File: src/rtl/obstacle_spawner.sv
// Obstacle scheduler: takes one random byte per obstacle, waits a speed-scaled
// random number of game ticks, then pulses spawn with the type/height from that byte.
module obstacle_spawner #(
    parameter int MIN_GAP  = 40,
    parameter int GAP_BITS = 6
) (
    input  logic       clk,
    input  logic       rst,
    input  logic       enable,
    input  logic       tick,
    input  logic [1:0] speed_lvl,
    input  logic [7:0] rnd,
    output logic       rnd_take,
    output logic       spawn,
    output logic [1:0] obs_type,
    output logic [1:0] obs_height,
    output logic [7:0] spawn_cnt
);

    typedef enum logic [1:0] {IDLE, LOAD, COUNT, SPAWN} state_t;

    localparam logic [8:0] MIN_GAP_W = 9'(MIN_GAP);
    localparam logic [7:0] RND_MASK  = 8'((1 << GAP_BITS) - 1);

    state_t     state_reg, state_next;
    logic [8:0] gap_cnt_reg, gap_cnt_next;
    logic [7:0] byte_reg, byte_next;
    logic [1:0] type_next, height_next;
    logic [7:0] cnt_next;
    logic [8:0] base_gap, rnd_gap;

    assign base_gap = MIN_GAP_W >> speed_lvl;
    assign rnd_gap  = {1'b0, rnd & RND_MASK};

    always_comb begin
        state_next   = state_reg;
        gap_cnt_next = gap_cnt_reg;
        byte_next    = byte_reg;
        if (!enable) begin
            state_next = IDLE;
        end else begin
            case (state_reg)
                IDLE:  state_next = LOAD;
                LOAD: begin
                    byte_next    = rnd;
                    gap_cnt_next = base_gap + rnd_gap;
                    state_next   = COUNT;
                end
                COUNT: begin
                    if (tick) begin
                        gap_cnt_next = gap_cnt_reg - 9'd1;
                        // <= 1 also guards against a zero gap wrapping the counter
                        if (gap_cnt_reg <= 9'd1) begin
                            gap_cnt_next = 9'd0;
                            state_next   = SPAWN;
                        end
                    end
                end
                SPAWN: state_next = LOAD;
                default: state_next = IDLE;
            endcase
        end
    end

    // Outputs are decoded from the next state so every output is a plain register.
    always_comb begin
        type_next   = obs_type;
        height_next = obs_height;
        cnt_next    = spawn_cnt;
        if (state_next == SPAWN) begin
            type_next = byte_next[7:6];
            if (byte_next[7:6] == 2'b11)
                height_next = byte_next[5] ? 2'd2 : {1'b0, byte_next[4]};
            else
                height_next = 2'd0;
            cnt_next = spawn_cnt + 8'd1;
        end
    end

    always_ff @(posedge clk or negedge rst) begin
        if (!rst) begin
            state_reg   <= IDLE;
            gap_cnt_reg <= 9'd0;
            byte_reg    <= 8'd0;
            rnd_take    <= 1'b0;
            spawn       <= 1'b0;
            obs_type    <= 2'd0;
            obs_height  <= 2'd0;
            spawn_cnt   <= 8'd0;
        end else begin
            state_reg   <= state_next;
            gap_cnt_reg <= gap_cnt_next;
            byte_reg    <= byte_next;
            rnd_take    <= (state_next == LOAD);
            spawn       <= (state_next == SPAWN);
            obs_type    <= type_next;
            obs_height  <= height_next;
            spawn_cnt   <= cnt_next;
        end
    end

endmodule

File: config.mk
export PLATFORM = sky130hd
export DESIGN_NAME = obstacle_spawner
export DESIGN_NICKNAME = d
export VERILOG_FILES = /design/src/rtl/obstacle_spawner.sv
export SDC_FILE = /design/constraint.sdc
export NUM_CORES = 1
export LEC_CHECK = 0
export ABC_CLOCK_PERIOD_IN_PS = 2700
export CAP_MARGIN = 20
export CORE_ASPECT_RATIO = 0.5
export CORE_MARGIN = 8
export CORE_UTILIZATION = 42
export DETAILED_ROUTE_END_ITERATION = 8
export DONT_BUFFER_PORTS = 1
export PLACE_DENSITY_LB_ADDON = 0.15
export SYNTH_ARGS = -nofsm -noshare
export SYNTH_HDL_FRONTEND = slang
export SYNTH_SLANG_ARGS = --single-unit
File: constraint.sdc
create_clock -name clk -period 2.7 [get_ports clk]
set_input_delay 0.135 -clock clk [delete_from_list [all_inputs] [get_ports clk]]
set_output_delay 0.135 -clock clk [all_outputs]
set_load 0.1 [all_outputs]
# Word-level counts from Yosys, hierarchy flattened

Index checks and enable logic that the tools add are counted.

Word-level logic and storage cells: 37
Output and inout port bits: 14
Register bits after elaboration: 33

Shift-type cells: 1
Reduce and logical (&&, ||, !) cells: 5
$lt $le $gt $ge: 1
Equal/unequal tests: 7
Add/sub/neg operators: 3
Multiplexer cells: 11

Operator list:

| kind                                                                   | number |
|---|---|
| 9-bit two-way mux                                                      | 2 |
| 9-bit one-hot mux with 2 select lines                                  | 1 |
| 8-bit two-way mux                                                      | 2 |
| 2-bit two-way mux                                                      | 5 |
| 9-bit by 6-bit adder with 9-bit output                                 | 1 |
| 9-bit by 1-bit <= comparator with 1-bit output (second input constant) | 1 |
| 6-bit by 2-bit right shift with 9-bit output (first input constant)    | 1 |
| 9-bit by 1-bit subtractor with 9-bit output (second input constant)    | 1 |
| 8-bit by 1-bit adder with 8-bit output (second input constant)         | 1 |
| 2-bit equality test (second input constant)                            | 4 |
| 2-bit one-hot mux with 3 select lines                                  | 1 |
| 2-bit by 1-bit equality test with 1-bit output (second input constant) | 2 |
| 3-bit AND reduction                                                    | 1 |
| 2-bit logical NOT                                                      | 1 |
| 2-bit != test (second input constant)                                  | 1 |
| 2-bit AND reduction                                                    | 1 |
| 2-bit nonzero test                                                     | 1 |
| 2-bit OR reduction                                                     | 1 |

# Logic depth before layout (Yosys ltp)

Depth after elaboration: 6
Mapped depth: 9
Gate-level depth less buffers: 9

# Least setup slack after synthesis

No wires, ideal clock.

Path type: reg2reg
From: reg gap_cnt_reg[3]
To: reg spawn_cnt[2]
Setup time: 160 ps
Clock period less this slack: 2141 ps
Cell stages (with the launch flop): 8
Buffers on the path: 2
Data required time: 2540 ps
Path slack: 559 ps
Arrival time: 1981 ps
Path through: dfrtp_1 > buf_6 > or3_1 > or4_4 > a21oi_2 > buf_4 > nand2_1 > xnor2_1

Word-level cells in the longest chain between the ends: 6

RTL lines:

| what                                           | RTL line | text |
|---|---|---|
| from (decl)                                    | 26       | `logic [8:0] gap_cnt_reg, gap_cnt_next;` |
| from (signal assigned)                         | 92       | `gap_cnt_reg <= gap_cnt_next;` |
| 9-bit by 1-bit <= comparator with 1-bit output | 53       | `if (gap_cnt_reg <= 9'd1) begin` |
| 2-bit two-way mux                              | 53       |  |
| 2-bit two-way mux                              | 50       | `if (tick) begin` |
| 2-bit one-hot mux with 3 select lines          | 42       | `case (state_reg)` |
| 2-bit two-way mux                              | 39       | `if (!enable) begin` |
| 2-bit equality test                            | 70       | `if (state_next == SPAWN) begin` |
| to (signal assigned)                           | 98       | `spawn_cnt <= cnt_next;` |
| to (decl)                                      | 17       | `output logic [7:0] spawn_cnt` |

Every way passes these cells.
A chain may end at the register's enable or synchronous reset.

# Final worst setup path

Ends and elaborated chain as after synthesis.

==> impl_results.html <==
<table>
<tr><th>Metric</th><th>Value</th></tr>
<tr><th colspan="2">Hold path</th></tr>
<tr><td>Hold Path Class</td><td>primary input to flip-flop</td></tr>
<tr><th colspan="2">Critical path</th></tr>
<tr><td>Kind of end point of the critical path</td><td>flip-flop</td></tr>
<tr><td>Required arrival time at the worst endpoint</td><td>2.86 ns</td></tr>
<tr><td>Kind of start point of the critical path</td><td>flip-flop</td></tr>
<tr><td>Longest individual stage delay on the worst path</td><td>0.56 ns</td></tr>
<tr><td>Cells along the critical path</td><td>or3_1 &gt; or4_4 &gt; a21oi_2 &gt; buf_4 &gt; nand2_1 &gt; xnor2_1</td></tr>
<tr><td>Maximum fanout encountered on the critical timing path</td><td>9</td></tr>
<tr><td>Flop2flop setup slack</td><td>0.34 ns</td></tr>
<tr><td>CP max stage cell</td><td>or4_4</td></tr>
<tr><td>Worst setup path class</td><td>flip-flop to flip-flop</td></tr>
<tr><td>Worst EP arrival</td><td>2.52 ns</td></tr>
<tr><th colspan="2">Pwr</th></tr>
<tr><td>Clock group share of total power</td><td>22.5%</td></tr>
<tr><td>Switching power of the nets</td><td>0.000943 W</td></tr>
<tr><td>Total Power</td><td>0.00212 W</td></tr>
<tr><td>Power density over cell area</td><td>1050 nW/um2</td></tr>
<tr><td>Worst-case vdd ir drop</td><td>778 uV</td></tr>
<tr><td>Net switching fraction of the power</td><td>44.6%</td></tr>
<tr><td>Share of total power in sequential cells</td><td>35.6%</td></tr>
<tr><td>Cell-internal power</td><td>0.00117 W</td></tr>
<tr><td>Logic gate share of total power</td><td>41.9%</td></tr>
<tr><td>Leakage</td><td>0.960 nW</td></tr>
<tr><th colspan="2">Synthesis</th></tr>
<tr><td>Most common cell in the synthesized netlist</td><td>dfrtp_1</td></tr>
<tr><td>Sequential element share of the synthesized area</td><td>42.5%</td></tr>
<tr><td>Area of the mapped netlist</td><td>1710 um2</td></tr>
<tr><td>Post-synthesis async set-or-reset flop share</td><td>100%</td></tr>
<tr><td>Synthesized netlist net count</td><td>205</td></tr>
<tr><td>Syn. warnings</td><td>0</td></tr>
<tr><td>Fraction of post-synthesis cell area in the top cell type by area</td><td>42.5%</td></tr>
<tr><td>Number of synthesized flops with an enable pin</td><td>0</td></tr>
<tr><td>Post-synthesis instance total</td><td>179</td></tr>
<tr><td>Average footprint of a synthesized cell</td><td>9.53 um2</td></tr>
<tr><td>Cell variety after synth</td><td>43</td></tr>
<tr><td>Top cells by instance count after synthesis</td><td>29 x dfrtp_1, 19 x nor2_1, 15 x inv_1</td></tr>
<tr><td>Top FF cell, synth</td><td>dfrtp_1</td></tr>
<tr><td>Flip-flop and latch count after synthesis</td><td>29</td></tr>
<tr><td>Largest cells by area after synthesis</td><td>dfrtp_1 43%, ha_1 8.1%, nor2_1 4.2%</td></tr>
<tr><td>Largest area contributor in the synthesized netlist</td><td>dfrtp_1</td></tr>
<tr><th colspan="2">Drt</th></tr>
<tr><td>Vias</td><td>1332</td></tr>
<tr><td>Drt first pass iters</td><td>4</td></tr>
<tr><td>Antenna Nets Post-Route</td><td>0</td></tr>
<tr><td>DR iter-0 viols</td><td>39</td></tr>
<tr><td>Routed Wire Length</td><td>3.74 mm</td></tr>
<tr><td>Number of remaining DRC errors</td><td>0</td></tr>
<tr><td>Routed wirelength normalized by instance count</td><td>14.8 um</td></tr>
<tr><td>Post-detailed-route via-to-cell ratio</td><td>5.26</td></tr>
<tr><th colspan="2">Clocking</th></tr>
<tr><td>Number of H-tree levels</td><td>2</td></tr>
<tr><td>Total CTS buffers</td><td>5</td></tr>
<tr><td>Clock network latency to the later pin of the worst-skew pair</td><td>0.28 ns</td></tr>
<tr><td>CTS tree</td><td>yes</td></tr>
<tr><td>Clock-pin slew on the worst setup and hold paths</td><td>0.07 ns</td></tr>
<tr><td>Max Buffers Root-to-Sink</td><td>2</td></tr>
<tr><td>Root Buffer Master</td><td>clkbuf_8</td></tr>
<tr><td>Clock sinks</td><td>29</td></tr>
<tr><td>Number of setup buffers added after CTS</td><td>0</td></tr>
<tr><th colspan="2">GRT</th></tr>
<tr><td>Aggregate global-route resource usage</td><td>12.6%</td></tr>
<tr><td>Largest net degree at the start of global routing</td><td>30</td></tr>
<tr><td>Wire length of the first global-routing pass</td><td>6.46 mm</td></tr>
<tr><td>Total overflow reported by the global router</td><td>0</td></tr>
<tr><td>Number of global-route vias before repair</td><td>1326</td></tr>
<tr><td>Initial antenna violation count</td><td>0</td></tr>
<tr><th colspan="2">Cells and area</th></tr>
<tr><td>Max reg flops</td><td>9</td></tr>
<tr><td>Antenna diode instance count</td><td>0</td></tr>
<tr><td>Layout overhead on the synthesized area</td><td>17.7%</td></tr>
<tr><td>Core Util, Final</td><td>51.5%</td></tr>
<tr><td>Layout cell share with drive strength beyond 1</td><td>16.1%</td></tr>
<tr><td>Net count reported at finish</td><td>224</td></tr>
<tr><th colspan="2">STA</th></tr>
<tr><td>Clk_skew</td><td>0.00164 ns</td></tr>
<tr><td>Achievable clock frequency</td><td>0.423 GHz</td></tr>
<tr><td>Setup repair after global routing missed its margin</td><td>no</td></tr>
<tr><td>Fraction of the cycle the final worst path needs</td><td>87.6%</td></tr>
<tr><td>Min Hold Slack</td><td>0.0309 ns</td></tr>
<tr><td>Slew headroom</td><td>39.3%</td></tr>
<tr><td>Final Setup Violations</td><td>0</td></tr>
<tr><td>Slew at the pin closest to its max-slew limit</td><td>0.910 ns</td></tr>
<tr><td>Max Transition Viols Final</td><td>0</td></tr>
<tr><td>Count of final hold-check violations</td><td>0</td></tr>
<tr><td>Setup TNS Final</td><td>0 ns</td></tr>
<tr><td>Shortest period the worst path allows</td><td>2.36 ns</td></tr>
<tr><th colspan="2">Die</th></tr>
<tr><td>Horiz. Die Dim</td><td>106 um</td></tr>
<tr><td>Die extent in y</td><td>61.1 um</td></tr>
<tr><td>Ports</td><td>28</td></tr>
<tr><td>Area of the die</td><td>6480 um2</td></tr>
<tr><td>Starting utilization of the core area</td><td>43.7%</td></tr>
<tr><td>Core box area</td><td>3900 um2</td></tr>
<tr><td>Floorplan row count</td><td>16</td></tr>
<tr><th colspan="2">Status</th></tr>
<tr><td>Outcome</td><td>finished clean</td></tr>
<tr><th colspan="2">Placed design</th></tr>
<tr><td>RD Place Congestion</td><td>0.806</td></tr>
<tr><td>Number of port buffers</td><td>0</td></tr>
<tr><td>HPWL after DPL</td><td>2.78 mm</td></tr>
<tr><th colspan="2">Flow run</th></tr>
<tr><td>Number of max-capacitance violations reported</td><td>0</td></tr>
</table>
==> power groups by stage <==
stage | registers (W) | logic, W | clock network (W)
after floorplan | 0.000970 | 0.000482 | 0
after global placement | 0.000751 | 0.000865 | 0
after detailed placement | 0.000759 | 0.000873 | 0
after CTS | 0.000752 | 0.000891 | 0.000489
after global routing | 0.000771 | 0.000976 | 0.000508
final | 0.000752 | 0.000887 | 0.000476
==> metal layers <==
metal	share of wire [%]	wire, um	vias to the layer above	global-route usage [%]
met5	0	0	-	0
met4	1.0	38	0	4.75
met3	4.6	173	5	3.86
met2	44	1660	26	19.3
met1	50	1870	638	16.5
li1	-	-	663	-
==> final timing paths <==
check,start,endpoint,depth (start not counted)
worst min register to register,spawn_cnt[7]$_DFFE_PN0N_,spawn_cnt[7]$_DFFE_PN0N_,1
worst min-delay path,rnd[4],byte_reg[4]$_DFF_PN0_,1
max in group asynchronous,rst,spawn_cnt[6]$_DFFE_PN0N_,2
min in group asynchronous,rst,gap_cnt_reg[3]$_DFFE_PN0P_,2
worst max-delay path,gap_cnt_reg[3]$_DFFE_PN0P_,spawn_cnt[2]$_DFFE_PN0N_,6
worst max register to register,gap_cnt_reg[3]$_DFFE_PN0P_,spawn_cnt[2]$_DFFE_PN0N_,6
==> cell type report <==
cell class	instances	area, um2
Clock buffer	6	82.6
Clock inverter	2	37.5
Fill cell	383	1890
Inverter	15	56.3
Multi-Input combinational cell	130	895
Sequential cell	29	726
Tap cell	54	67.6
Timing Repair Buffer	17	145
==> layout by cell type (no fill, tap or decap), types with 2 or more instances in the layout <==
cell type / instances
nand2_1: 13
nand3_1: 8
o22a_1: 2
nor4_1: 3
buf_4: 14
or3_1: 2
a211o_1: 3
a21o_1: 2
o21ai_0: 6
a21oi_1: 9
xnor2_1: 6
o22ai_1: 3
dfrtp_1: 29
xor2_1: 4
clkbuf_8: 6
nand4_1: 3
o211ai_1: 2
nor3_1: 2
nor2_1: 19
mux2_2: 4
inv_1: 15
dlygate4sd3_1: 2
nand2b_1: 3
ha_1: 11
mux2i_1: 3
nor2b_1: 4
and2_1: 2
==> worst max-delay path, delay by kind of cell, from the launching register on <==
family | cells | cell delay [ns]
buf+inv | 1 | 0.23
flops | 1 | 0.46
compound gates | 1 | 0.41
simple gates | 3 | 1.02
xor+xnor | 1 | 0.12
==> stage by stage <==
stage / worst slack [ns] / std cells / cell area (um2)
6_report: 0.335 / 253 / 2010
5_1_grt: 0.233 / 253 / 2010
4_1_cts: 0.351 / 253 / 2010
3_5_place_dp: 0.371 / 242 / 1850
3_3_place_gp: 0.443 / 242 / 1850
2_1_floorplan: 0.559 / 179 / 1710
==> what timing repair did <==
action,in CTS,in global routing
hold buffers,3,0
setup endpoints to repair,0,0
endpoints found under the hold margin,30,0
gates resized for setup,0,0
==> cells by family (layout without fill, tap and decap cells) <==
| kind of cell | count (synthesis) | after routing | synth area share, % |
|---|---|---|---|
| and+or+nand+nor | 65 | 65 | 19.1 |
| buffers and inverters | 20 | 40 | 5.06 |
| AOI/OAI and AO/OA | 36 | 36 | 14.5 |
| xor gates and xnor gates | 10 | 10 | 5.13 |
| muxes | 7 | 7 | 4.40 |
| adders and majority gates | 12 | 12 | 9.24 |
| DFF | 29 | 29 | 42.5 |
(Power assumes the default switching activity.)
